[src/rtl/dma_mem_access.sv]
// dma_mem_access: memory-side DMA engine. Accepts one arbitrated byte
// request at a time, waits for a free memory bus slot, then runs a single
// SRAM read or write cycle of ACC_CYC clocks and reports completion.
//
// Handshake: dma_req acts as "valid" and the combinational dma_ack as
// "ready & valid". The request fields (dma_addr/dma_rnw/dma_wd) must stay
// stable while dma_req=1 and dma_ack=0. They are captured on the clock edge
// where dma_ack=1, and are ignored after that edge until the next ack.
// dma_end is a one-cycle completion pulse, and dma_rd is valid with it.
module dma_mem_access #(
    parameter int ADDR_W  = 22,
    parameter int DATA_W  = 8,
    parameter int ACC_CYC = 2    // strobe window length, 2..15 clocks
) (
    input  logic              clk,
    input  logic              rst_n,
    input  logic              dma_req,
    input  logic [ADDR_W-1:0] dma_addr,
    input  logic              dma_rnw,
    input  logic [DATA_W-1:0] dma_wd,
    output logic              dma_ack,
    output logic              dma_end,
    output logic [DATA_W-1:0] dma_rd,
    input  logic              slot_en,
    output logic              dma_busy,
    output logic [ADDR_W-1:0] mem_a,
    output logic [DATA_W-1:0] mem_do,
    output logic              mem_doe,
    input  logic [DATA_W-1:0] mem_di,
    output logic              mem_oe_n,
    output logic              mem_we_n
);

    localparam int              CNT_W    = 4;
    localparam logic [CNT_W-1:0] CNT_LOAD = CNT_W'(ACC_CYC - 1);

    typedef enum logic [1:0] {
        S_IDLE = 2'd0,
        S_ACC  = 2'd1,
        S_FIN  = 2'd2
    } state_t;

    state_t           state_q, state_d;
    logic [CNT_W-1:0] cnt_q, cnt_d;
    logic             rnw_q, rnw_d;
    logic             oe_n_q, we_n_q, doe_q;
    logic             oe_n_d, we_n_d, doe_d;
    logic             accept;
    logic             rd_capture;

    // A new access can only begin from IDLE or FIN, and only when the
    // arbiter has handed us the bus this cycle. Reset masks ack at once.
    assign accept  = rst_n & dma_req & slot_en &
                     ((state_q == S_IDLE) || (state_q == S_FIN));
    assign dma_ack = accept;

    // Completion and bus ownership are decoded directly from the state.
    assign dma_end  = (state_q == S_FIN);
    assign dma_busy = (state_q != S_IDLE);

    // Read data is sampled in the last strobe cycle, after the longest settle time.
    assign rd_capture = (state_q == S_ACC) && (cnt_q == '0) && rnw_q;

    // Strobes come straight from flops, so the SRAM pins never glitch.
    assign mem_oe_n = oe_n_q;
    assign mem_we_n = we_n_q;
    assign mem_doe  = doe_q;

    // Next-state logic, plus the strobe levels the next state will need.
    always_comb begin
        state_d = state_q;
        cnt_d   = cnt_q;
        rnw_d   = rnw_q;
        oe_n_d  = 1'b1;
        we_n_d  = 1'b1;
        doe_d   = 1'b0;

        case (state_q)
            S_IDLE: begin
                if (accept) begin
                    state_d = S_ACC;
                    cnt_d   = CNT_LOAD;
                    rnw_d   = dma_rnw;
                end
            end
            S_ACC: begin
                if (cnt_q == '0) begin
                    state_d = S_FIN;
                end else begin
                    cnt_d = cnt_q - 1'b1;
                end
            end
            S_FIN: begin
                if (accept) begin
                    state_d = S_ACC;
                    cnt_d   = CNT_LOAD;
                    rnw_d   = dma_rnw;
                end else begin
                    state_d = S_IDLE;
                end
            end
            default: begin
                state_d = S_IDLE;
            end
        endcase

        // Read: OE spans the whole window. Write: the data bus is driven for
        // the whole window, and WE is released one cycle early so the data
        // is still held when WE rises.
        if (state_d == S_ACC) begin
            if (rnw_d) begin
                oe_n_d = 1'b0;
            end else begin
                doe_d  = 1'b1;
                we_n_d = (cnt_d == '0);
            end
        end
    end

    // FSM, counter and latched direction.
    always_ff @(posedge clk or negedge rst_n) begin
        if (!rst_n) begin
            state_q <= S_IDLE;
            cnt_q   <= '0;
            rnw_q   <= 1'b0;
        end else begin
            state_q <= state_d;
            cnt_q   <= cnt_d;
            rnw_q   <= rnw_d;
        end
    end

    // SRAM strobes. Async reset drops them immediately, even mid-access.
    always_ff @(posedge clk or negedge rst_n) begin
        if (!rst_n) begin
            oe_n_q <= 1'b1;
            we_n_q <= 1'b1;
            doe_q  <= 1'b0;
        end else begin
            oe_n_q <= oe_n_d;
            we_n_q <= we_n_d;
            doe_q  <= doe_d;
        end
    end

    // Address and write data change only on an ack edge, then hold.
    always_ff @(posedge clk or negedge rst_n) begin
        if (!rst_n) begin
            mem_a  <= '0;
            mem_do <= '0;
        end else if (accept) begin
            mem_a  <= dma_addr;
            mem_do <= dma_wd;
        end
    end

    // Read data register; written only by completing reads.
    always_ff @(posedge clk or negedge rst_n) begin
        if (!rst_n) begin
            dma_rd <= '0;
        end else if (rd_capture) begin
            dma_rd <= mem_di;
        end
    end

endmodule

[config.mk]
export PLATFORM = sky130hd
export DESIGN_NAME = dma_mem_access
export DESIGN_NICKNAME = d
export VERILOG_FILES = /design/src/rtl/dma_mem_access.sv
export SDC_FILE = /design/constraint.sdc
export NUM_CORES = 1
export LEC_CHECK = 0
export ABC_AREA = 1
export CORE_MARGIN = 10
export CORE_UTILIZATION = 42
export DETAILED_ROUTE_END_ITERATION = 12
export PLACE_DENSITY_LB_ADDON = 0.3
export SYNTH_ARGS = -nofsm -noshare
export SYNTH_HDL_FRONTEND = slang
export SYNTH_SLANG_ARGS = --single-unit
export TNS_END_PERCENT = 100
[constraint.sdc]
create_clock -name clk -period 1.5 [get_ports clk]
set_input_delay 0.15 -clock clk [delete_from_list [all_inputs] [get_ports clk]]
set_output_delay 0.15 -clock clk [all_outputs]
set_load 0.02 [all_outputs]
==> run metrics <==
Num CTS Buffers 5; Die H 89.2 um; number of diodes 0; kind of critical path reg -> out; Startpoint Class flip-flop; Power Dens Cells 2000 nW/um2; CP delay by family, top buffers and inverters; status finished clean; Worst Path Required 1.35 ns; via count between 1500 and 2000; WL/cell 14.0 um; min Tclk post-route about 1.4 ns; RePlAce Congestion 0.817; sequential share of the synthesized area 0.598; post-route cell area 3040 um2; Fin Setup TNS 0 ns; total clock sinks 48; commonest cells in the netlist 119 x nand2_1, 46 x dfrtp_1, 13 x nand3_1, 11 x inv_1; initial drt markers 56; worst slew pin tran 0.601 ns; Area Overhead vs Synth 51.2%; worst skew pair latency 0.29 ns; Synth Instances 227; drt drc 0; # setup viols final 0; htree depth 2; Crit-path slowest cell clkdlybuf4s50_1; Final Net Count 364; worst-path cell chain clkdlybuf4s50_1; IO Port Bufs 86; CP Buf/Inv Count 1; fin. max-slew vios 0; Highest Clock Rate 696 MHz; vias in the first global route around 1800; Mapped Nets roughly 270; syn avg cell area 8.86 um2; die area just under 8000 um2; crit path DAT 1.29 ns; CTS root buf clkbuf_8; hpwl dp 3970 um; maximum VDD drop 0.982 mV; most used flip-flop cell after synthesis dfrtp_1; share of layout cells above drive strength 1 0.119; clock-pin slew on the worst setup and hold paths 0.08 ns; Row Count 25; Routed WL 5250 um; total gr overflow 0; Bufs on Longest Clock Path 2; final-layout fill cell count around 390; Min-Delay Path Class in -> reg; global-route wire length before repair 8710 um; Fin. Hold Viols 0; cell taking the most area after synthesis dfrtp_1; YS warnings 0; cell with the most instances after synthesis nand2_1; Multi-input gate area 722 um2; routed vias/inst 4.60; Max Cap Viol 0; CP peak stage delay approximately 0.62 ns; DR pass1 iterations 4; clock skew 0.00748 ns; ranking of synthesized cells by area dfrtp_1 57%, nand2_1 22%, nand3_1 3.2%; CTS tree done; Die Width 89.2 um; top cell type's share of synthesized area 0.572; EDFF count, synth 0; Post-synth ARST share 1.00; Mapped Area 2010 um2; synth unique cells 20; final period utilization 0.957; CP Capture Type primary output; total track usage 0.140; Reg area approximately 1200 um2; Area after DPL 2950 um2; DRT antenna net count 0; Starting Density 0.429; pin count of the biggest net entering global routing 49; Rel. slew slack 0.599; RSZ-0062 raised after global routing false; core area 4690 um2; # IOs 87; Static Leak 1.55 nW; #FFs+latches synth 48; Max FO, Critical Path 2; initial antenna violation count 0
==> area by class of cell <==
cell class	instances	share of cell area
well taps	54	0.0222
repair buffers	93	0.298
flip-flops and latches	48	0.396
clock buffers	6	0.0238
inverters	17	0.0218
multi-input cells	155	0.237
clock inverters	1	0.00164
==> layer usage <==
layer	global-route usage	wire length (um)	up-vias
met2	0.230	2590	41
met1	0.166	2180	804
met3	0.0483	415	7
met5	0	0	-
li1	-	-	867
met4	0.0477	63	0
==> kinds of logic (layout without fill, tap and decap cells) <==
kind of cell,after synthesis,after routing,share of synthesized area
compound gates,1,1,0.00809
fa+ha+maj,1,1,0.00622
buf+inv,24,117,0.0491
flops,48,48,0.598
simple gates,153,153,0.338
==> state kept, by name (all words and copies together), names as in the netlist <==
register / count
mem_doe: 1
mem_a: 22
cnt_q: 4
mem_do: 8
mem_oe_n: 1
dma_rd: 8
state_q: 2
mem_we_n: 1
rnw_q: 1
==> worst min-delay path: stages <==
cell,delay [ns]
clkdlybuf4s50_1,0.39
nand2_1,0.06
nand2_1,0.04
==> worst paths after layout <==
check,startpoint,end,slack [ns],depth (start not counted)
worst max-delay path,mem_a[21],mem_a[21],0.06,1
worst min-delay path,dma_addr[5],mem_a[5],0.38,3
worst max register to register,cnt_q[1],mem_we_n,0.16,10
worst min register to register,dma_rd[4],dma_rd[4],0.47,2
max in group asynchronous,rst_n,mem_a[7],0.57,3
min in group asynchronous,rst_n,mem_a[12],0.51,3
==> stage by stage <==
stage          hold slack, ns  std cells  setup WS (ns)  utilization  total power [mW]
6_report                0.383        374         0.0639        0.649              6.09
5_1_grt                 0.380        374        0.00248        0.649              6.56
4_1_cts                 0.376        374         0.0153        0.646              6.14
3_5_place_dp            0.308        366         -0.184        0.628              5.43
3_3_place_gp            0.301        366         -0.152        0.628              5.38
2_1_floorplan          -0.146        227          0.221            -              3.94
==> power breakdown <==
part | switching [mW] | total (mW) | internal [mW]
registers | 0.345 | 2.22 | 1.87
logic | 1.72 | 3.16 | 1.44
clock network | 0.402 | 0.719 | 0.318
==> cell usage in the layout (no fill, tap or decap), drive strengths merged, types with 2 or more instances in the layout <==
cell type      synthesis  routed
clkdlybuf4s50          0      80
nor2                  10      10
buf                    4       7
inv                   17      17
nand2                127     127
dfrtp                 46      46
dfstp                  2       2
nand3                 15      15
clkbuf                 3       7
dlygate4sd2            0       3
==> what timing repair did <==
item	CTS	global route
buffers inserted	0	0
gates cloned	0	0
setup endpoints to repair	5	12
resized for setup	5	6
endpoints found under the hold margin	46	0
hold buffers	1	0
No activity file was read; power rests on OpenSTA's default activity.
